[src/rtl/adsr_voice_pkg.sv]
// Shared types and constants for the ADSR voice: stage encoding and level fixed-point layout.
package adsr_pkg;

  typedef enum logic [2:0] {
    IDLE    = 3'd0,
    ATTACK  = 3'd1,
    DECAY   = 3'd2,
    SUSTAIN = 3'd3,
    RELEASE = 3'd4
  } stage_e;

  localparam int FRAC_BITS = 8;
  localparam int EXP_SHIFT = 6;

endpackage

[src/rtl/adsr_voice_if.sv]
// Voice control/sample bundle between the voice controller (master) and adsr_voice (slave).
interface adsr_voice_if #(
  parameter int BITDEPTH = 14,
  parameter int ENV_BITS = 8
);
  logic signed [BITDEPTH-1:0] in;
  logic                       gate;
  logic [7:0]                 attack_rate;
  logic [7:0]                 decay_rate;
  logic [ENV_BITS-1:0]        sustain_level;
  logic [7:0]                 release_rate;
  logic signed [BITDEPTH-1:0] out;
  logic [ENV_BITS-1:0]        volume;
  logic [2:0]                 stage;
  logic                       done;

  modport master (
    output in, gate, attack_rate, decay_rate, sustain_level, release_rate,
    input  out, volume, stage, done
  );

  modport slave (
    input  in, gate, attack_rate, decay_rate, sustain_level, release_rate,
    output out, volume, stage, done
  );
endinterface

[src/rtl/adsr_voice_amp.sv]
// voice_amp: registered signed scaler, out = (sample * gain) >>> ENV_BITS with gain unsigned.
module voice_amp #(
  parameter int BITDEPTH = 14,
  parameter int ENV_BITS = 8
) (
  input  logic                       clk,
  input  logic                       rst_n,
  input  logic signed [BITDEPTH-1:0] sample,
  input  logic [ENV_BITS-1:0]        gain,
  output logic signed [BITDEPTH-1:0] scaled
);
  localparam int PW = BITDEPTH + ENV_BITS + 1;

  logic signed [PW-1:0] product_s;
  logic                 unused_s;

  // Both operands widened to the full product width; gain is zero-extended so it stays positive.
  assign product_s = $signed({{(ENV_BITS + 1){sample[BITDEPTH-1]}}, sample})
                   * $signed({{BITDEPTH{1'b0}}, gain});

  // Gain never exceeds 1.0, so only the fractional bits and the spare sign bit are discarded.
  assign unused_s = ^{product_s[PW-1], product_s[ENV_BITS-1:0]};

  // Output register: arithmetic shift realised as a slice of the signed product.
  always_ff @(posedge clk or negedge rst_n) begin
    if (!rst_n) begin
      scaled <= {BITDEPTH{1'b0}};
    end else begin
      scaled <= product_s[BITDEPTH+ENV_BITS-1:ENV_BITS];
    end
  end
endmodule

[src/rtl/adsr_voice.sv]
// Single-voice ADSR envelope with output amplifier; one step per sample_clock edge.
// Define ADSR_EXP_RELEASE_EN for exponential-like DECAY/RELEASE steps (default: linear).
module adsr_voice
  import adsr_pkg::*;
#(
  parameter int BITDEPTH = 14,
  parameter int ENV_BITS = 8
) (
  input  logic         sample_clock,
  input  logic         rst_n,
  adsr_voice_if.slave  bus
);
  localparam int LW   = ENV_BITS + FRAC_BITS;
  localparam int RPAD = LW + 1 - 8;
  localparam logic [LW-1:0] LMAX = {LW{1'b1}};

  logic [LW-1:0] level_r;
  logic [LW-1:0] level_s;
  stage_e        stage_r;
  stage_e        stage_s;
  logic          gate_q_r;
  logic          done_r;
  logic          done_s;
  logic          rise_s;
  logic [LW-1:0] target_s;
  logic [LW:0]   sum_s;
  logic [LW:0]   dstep_s;
  logic [LW:0]   rstep_s;
  logic [LW:0]   ddiff_s;
  logic [LW:0]   rdiff_s;
  logic [ENV_BITS-1:0] volume_s;

  assign rise_s   = bus.gate & ~gate_q_r;
  assign target_s = {bus.sustain_level, {FRAC_BITS{1'b0}}};
  assign volume_s = level_r[LW-1 -: ENV_BITS];

`ifdef ADSR_EXP_RELEASE_EN
  // Step grows with the distance to the target, giving a curve that slows as it approaches it.
  always_comb begin
    if (level_r > target_s) begin
      dstep_s = ({1'b0, level_r - target_s} >> EXP_SHIFT) + {{RPAD{1'b0}}, bus.decay_rate};
    end else begin
      dstep_s = {{RPAD{1'b0}}, bus.decay_rate};
    end
    rstep_s = ({1'b0, level_r} >> EXP_SHIFT) + {{RPAD{1'b0}}, bus.release_rate};
  end
`else
  assign dstep_s = {{RPAD{1'b0}}, bus.decay_rate};
  assign rstep_s = {{RPAD{1'b0}}, bus.release_rate};
`endif

  assign sum_s   = {1'b0, level_r} + {{RPAD{1'b0}}, bus.attack_rate};
  assign ddiff_s = {1'b0, level_r} - dstep_s;
  assign rdiff_s = {1'b0, level_r} - rstep_s;

  // Next-state logic: rise beats gate-low, which beats the per-stage level rule.
  always_comb begin
    level_s = level_r;
    stage_s = stage_r;
    done_s  = 1'b0;
    if (rise_s) begin
      stage_s = ATTACK;
    end else if (!bus.gate && (stage_r == ATTACK || stage_r == DECAY || stage_r == SUSTAIN)) begin
      stage_s = RELEASE;
    end else begin
      case (stage_r)
        IDLE: begin
          level_s = {LW{1'b0}};
        end
        ATTACK: begin
          if (bus.attack_rate == 8'd0) begin
            level_s = level_r;
          end else if (sum_s[LW] || sum_s[LW-1:0] == LMAX) begin
            level_s = LMAX;
            stage_s = DECAY;
          end else begin
            level_s = sum_s[LW-1:0];
          end
        end
        DECAY: begin
          if (bus.decay_rate == 8'd0) begin
            level_s = level_r;
          end else if (ddiff_s[LW] || ddiff_s[LW-1:0] <= target_s) begin
            level_s = target_s;
            stage_s = SUSTAIN;
          end else begin
            level_s = ddiff_s[LW-1:0];
          end
        end
        SUSTAIN: begin
          level_s = target_s;
        end
        RELEASE: begin
          // A zero level always completes, even when the rate would otherwise hold.
          if (level_r == {LW{1'b0}} ||
              (bus.release_rate != 8'd0 && level_r <= {{(LW-8){1'b0}}, bus.release_rate})) begin
            level_s = {LW{1'b0}};
            stage_s = IDLE;
            done_s  = 1'b1;
          end else if (bus.release_rate == 8'd0) begin
            level_s = level_r;
          end else if (rdiff_s[LW]) begin
            level_s = {LW{1'b0}};
          end else begin
            level_s = rdiff_s[LW-1:0];
          end
        end
        default: begin
          level_s = {LW{1'b0}};
          stage_s = IDLE;
        end
      endcase
    end
  end

  // Envelope state registers.
  always_ff @(posedge sample_clock or negedge rst_n) begin
    if (!rst_n) begin
      level_r  <= {LW{1'b0}};
      stage_r  <= IDLE;
      gate_q_r <= 1'b0;
      done_r   <= 1'b0;
    end else begin
      level_r  <= level_s;
      stage_r  <= stage_s;
      gate_q_r <= bus.gate;
      done_r   <= done_s;
    end
  end

  assign bus.volume = volume_s;
  assign bus.stage  = stage_r;
  assign bus.done   = done_r;

  voice_amp #(
    .BITDEPTH (BITDEPTH),
    .ENV_BITS (ENV_BITS)
  ) u_amp (
    .clk    (sample_clock),
    .rst_n  (rst_n),
    .sample (bus.in),
    .gain   (volume_s),
    .scaled (bus.out)
  );
endmodule
[src/flat_wrapper.sv]
// flat-port wrapper written by rule: the top's interface ports become plain ports
module adsr_voice_flat import adsr_pkg::*;
#(
  parameter int BITDEPTH = 14,
  parameter int ENV_BITS = 8
)
  (sample_clock, rst_n, bus_in, bus_gate, bus_attack_rate, bus_decay_rate, bus_sustain_level, bus_release_rate, bus_out, bus_volume, bus_stage, bus_done);
  adsr_voice_if #(.BITDEPTH(BITDEPTH), .ENV_BITS(ENV_BITS)) bus_i ();
  input  logic sample_clock;
  input  logic rst_n;
  input wire logic [$bits(bus_i.in)-1:0] bus_in;
  input wire logic [$bits(bus_i.gate)-1:0] bus_gate;
  input wire logic [$bits(bus_i.attack_rate)-1:0] bus_attack_rate;
  input wire logic [$bits(bus_i.decay_rate)-1:0] bus_decay_rate;
  input wire logic [$bits(bus_i.sustain_level)-1:0] bus_sustain_level;
  input wire logic [$bits(bus_i.release_rate)-1:0] bus_release_rate;
  output wire logic [$bits(bus_i.out)-1:0] bus_out;
  output wire logic [$bits(bus_i.volume)-1:0] bus_volume;
  output wire logic [$bits(bus_i.stage)-1:0] bus_stage;
  output wire logic [$bits(bus_i.done)-1:0] bus_done;
  assign bus_i.in = bus_in;
  assign bus_i.gate = bus_gate;
  assign bus_i.attack_rate = bus_attack_rate;
  assign bus_i.decay_rate = bus_decay_rate;
  assign bus_i.sustain_level = bus_sustain_level;
  assign bus_i.release_rate = bus_release_rate;
  assign bus_out = bus_i.out;
  assign bus_volume = bus_i.volume;
  assign bus_stage = bus_i.stage;
  assign bus_done = bus_i.done;
  adsr_voice #(.BITDEPTH(BITDEPTH), .ENV_BITS(ENV_BITS)) u_core (.sample_clock(sample_clock), .rst_n(rst_n), .bus(bus_i));
endmodule
[config.mk]
export PLATFORM = sky130hd
export DESIGN_NAME = adsr_voice_flat
export DESIGN_NICKNAME = d
export VERILOG_FILES = /design/src/rtl/adsr_voice_pkg.sv /design/src/rtl/adsr_voice_if.sv /design/src/rtl/adsr_voice_amp.sv /design/src/rtl/adsr_voice.sv /design/src/flat_wrapper.sv
export SDC_FILE = /design/constraint.sdc
export NUM_CORES = 1
export LEC_CHECK = 0
export CAP_MARGIN = 20
export CELL_PAD_IN_SITES_DETAIL_PLACEMENT = 0
export CELL_PAD_IN_SITES_GLOBAL_PLACEMENT = 1
export CORE_MARGIN = 4
export CORE_UTILIZATION = 45
export DETAILED_ROUTE_END_ITERATION = 6
export HOLD_SLACK_MARGIN = 0.02
export PLACE_DENSITY = 0.83
export SLEW_MARGIN = 20
export SYNTH_ARGS = -nofsm -noshare
export SYNTH_HDL_FRONTEND = slang
export SYNTH_SLANG_ARGS = --single-unit
export TNS_END_PERCENT = 1
[constraint.sdc]
create_clock -name sample_clock -period 5.96 [get_ports sample_clock]
set_clock_uncertainty 0.05 [all_clocks]
set_input_delay 1.192 -clock sample_clock [delete_from_list [all_inputs] [get_ports sample_clock]]
set_output_delay 1.192 -clock sample_clock [all_outputs]
set_load 0.01 [all_outputs]
==> impl_results.md <==
- GR Util All Layers: 22.1%
- Crit start category: input port
- Die Y: 137 um
- Switching power: 0.870 mW
- Synth Cell Area: 7480 um2
- Switching Share: 48.3%
- Worst Hold Path Cells: 3
- Worst R2R End: u_core.u_amp.scaled[13]$_DFF_PN0_
- Post-synth top area cell: fa_1
- Tcrit/Tclk final: 95.6%
- Hold Crit Class: flip-flop to flip-flop
- Syn Nets: 1110
- Relative slew margins: 39.1%
- CP required: 6.13 ns
- Worst-Margin Slew: 0.913 ns
- Max Buffers Root-to-Sink: 2
- Synth Flop Type: dfrtp_1
- Hold Fails Final Rpt: 0
- Most common cell in the netlist: inv_1
- Via count: 6587
- # hold bufs at CTS: 0
- Top cells by area, synth: fa_1 24%, ha_1 12%, dfrtp_1 12%
- Largest net degree at the start of global routing: 36
- CP Class: input port to flip-flop
- CP Data Arrival Time: 5.87 ns
- DRT iter0 DRCs: 487
- Synth-to-layout area growth: 17.2%
- Root Buffer: clkbuf_16
- CP max FO: 3
- Status: finished, final reports clean
- Register share of total power: 19.5%
- Via/cell ratio: 5.47
- Reg2Reg Setup Slack: 0.91 ns
- Number of post-CTS setup repair buffers: 0
- DRT Pass-1 Iters: 5
- TNS Setup: 0 ns
- Mapped Cells: 900
- Initial antenna violation count: 0
- Io pins: 75
- Synthesized area per cell: 8.32 um2
- Drt total wl: 19800 um
- Congestion Overflow GR: 0
- Nets@finish: 1197
- Register area share after synthesis: 11.7%
- # resized after CTS: 0
- Max Cap Viol: 0
- GPL Wtd Cong: 0.895
- Share of layout cells above drive strength 1: 7.89%
- Hold_sp: u_core.gate_q_r$_DFF_PN0_
- Skew-Pair Late Insertion Delay: 0.30 ns
- IO buf count: 74
- RSZ-0062 raised after global routing: no
- Hold EP: u_core.bus.stage[0]$_DFFE_PN0P_
- Yosys reg bits: 35
- Total DRC errors in the routed layout: 0
- Vias in the first global route: 6624
- Critical Path End Type: flip-flop
- Pint: 0.933 mW
- Count of final max-slew check failures: 0
- Core Box Area: 16100 um2
- Final setup vio count: 0
- Row count: 46
- CTS Sinks: 35
- Top-area cell type share of the netlist area: 24.1%
- P_leak: 4.36 nW
- Worst Reg2Reg Path Length in Cells: 17
- Clock Power Share: 15.0%
- HPWL Detailed: 16300 um
- TritonCTS Buffers: 5
- First-pass GRT wire length: 32800 um
- Peak supply drop: 0.000152 V
- CTS tree: built
- Clk slew on worst S/H paths: 0.06 ns
- Wire per inst: 16.4 um
- Synth warnings: 0
- # fillers: 1543
- Final antenna-violating net count: 0
- Antenna Cells: 0
- Pwr Density: 206 nW/um2
- Worst flop-to-flop path startpoint: u_core.level_r[8]$_DFFE_PN0P_
- Die W: 137 um
- Minimum clock period: 5.70 ns
- Tot Pwr: 1.80 mW
- Initial Utilization: 46.4%
- H-Tree Depth: 2
- Fraction of registers with async set/reset: 100%
- FMAX: 0.175 GHz
- Post-synth EDFFs: 0
- Die area: 18800 um2
- Combinational Power Share: 65.5%
- Post-synth top cells: 160 x inv_1, 92 x nand2_1, 90 x fa_1, 71 x ha_1, 56 x and2_1
- Worst hold slack: 0.548 ns
- Yosys cell types: 79
==> power groups by stage <==
stage	clock, mW	sequential [mW]	combinational [mW]
2_1_floorplan	0	0.325	0.851
3_3_place_gp	0	0.352	1.16
3_5_place_dp	0	0.353	1.16
4_1_cts	0.275	0.349	1.17
5_1_grt	0.284	0.358	1.31
6_report	0.271	0.351	1.18
==> registers in the layout, summed over array words and instances (netlist names) <==
register,flops
u_core.bus.done,1
u_core.level_r,16
u_core.bus.stage,3
u_core.gate_q_r,1
u_core.u_amp.scaled,14
==> how the worst max path moves through the flow <==
stage               start                                 to  slack, ns
2_1_floorplan  bus_in[13]  u_core.u_amp.scaled[13]$_DFF_PN0_       0.60
3_3_place_gp    bus_in[7]  u_core.u_amp.scaled[12]$_DFF_PN0_      -0.04
3_5_place_dp    bus_in[5]  u_core.u_amp.scaled[13]$_DFF_PN0_      -0.08
4_1_cts         bus_in[5]  u_core.u_amp.scaled[13]$_DFF_PN0_       0.22
5_1_grt         bus_in[7]  u_core.u_amp.scaled[12]$_DFF_PN0_       0.03
6_report        bus_in[5]  u_core.u_amp.scaled[13]$_DFF_PN0_       0.26
==> kinds of logic after synthesis <==
| group | count (synthesis) | share of synthesized area [%] |
|---|---|---|
| and+or+nand+nor | 287 | 19.3 |
| buffers and inverters | 197 | 10.5 |
| AOI/OAI and AO/OA | 175 | 17.1 |
| adders and majority gates | 161 | 35.9 |
| xor gates and xnor gates | 39 | 4.56 |
| DFF | 35 | 11.7 |
| muxes | 6 | 0.802 |
==> cells in the final DEF, fill, tap and decap left out, types with 9 or more instances in the layout <==
| cell type | n |
|---|---|
| nor2_1 | 44 |
| clkdlybuf4s50_1 | 72 |
| a22oi_1 | 9 |
| xnor2_1 | 27 |
| dfrtp_1 | 35 |
| inv_1 | 160 |
| and2_1 | 56 |
| xor2_1 | 12 |
| nor3_1 | 21 |
| a21oi_1 | 29 |
| a21o_1 | 16 |
| o21ai_0 | 26 |
| nand2_1 | 92 |
| buf_4 | 43 |
| ha_1 | 71 |
| o21a_1 | 11 |
| nand3_1 | 16 |
| fa_1 | 90 |
==> area by class of cell <==
type	instances	area [um2]	share of cell area [%]
clock buffer	7	133	1.51
clock inverter	1	5.00	0.0571
inverter	160	601	6.85
multi-input combinational	668	5830	66.4
sequential	35	876	9.98
tap	216	270	3.08
timing repair buffer	117	1060	12.1
==> through the flow <==
step                      std cells  util [%]  instance area [um2]  setup WS [ns]
after floorplan                 900         -                 7480          0.604
after global placement         1196      53.5                 8620        -0.0414
after detailed placement       1196      53.5                 8620        -0.0784
after CTS                      1204      54.4                 8760          0.221
after global routing           1204      54.4                 8770         0.0270
final                          1204      54.4                 8770          0.260
==> critical path, stage by stage <==
cell and delay (ns):
clkdlybuf4s50_1 0.45, and2_1 0.20, fa_1 0.54, inv_1 0.06
fa_1 0.55, fa_1 0.43, fa_1 0.50, inv_1 0.04
ha_1 0.30, a21oi_2 0.15, buf_4 0.13, a311o_1 0.23
a31oi_1 0.11, buf_4 0.15, o21a_1 0.19, o41a_1 0.33
a21oi_1 0.19, xnor2_1 0.13
==> per-layer routing <==
| metal | wire [um] | global-route usage (%) | up-vias |
|---|---|---|---|
| met3 | 1090 | 2.61 | 23 |
| met5 | 0 | 0 | - |
| li1 | - | - | 3157 |
| met2 | 9060 | 35.5 | 224 |
| met1 | 9380 | 32.3 | 3183 |
| met4 | 241 | 4.32 | 0 |
(Power assumes the default switching activity.)
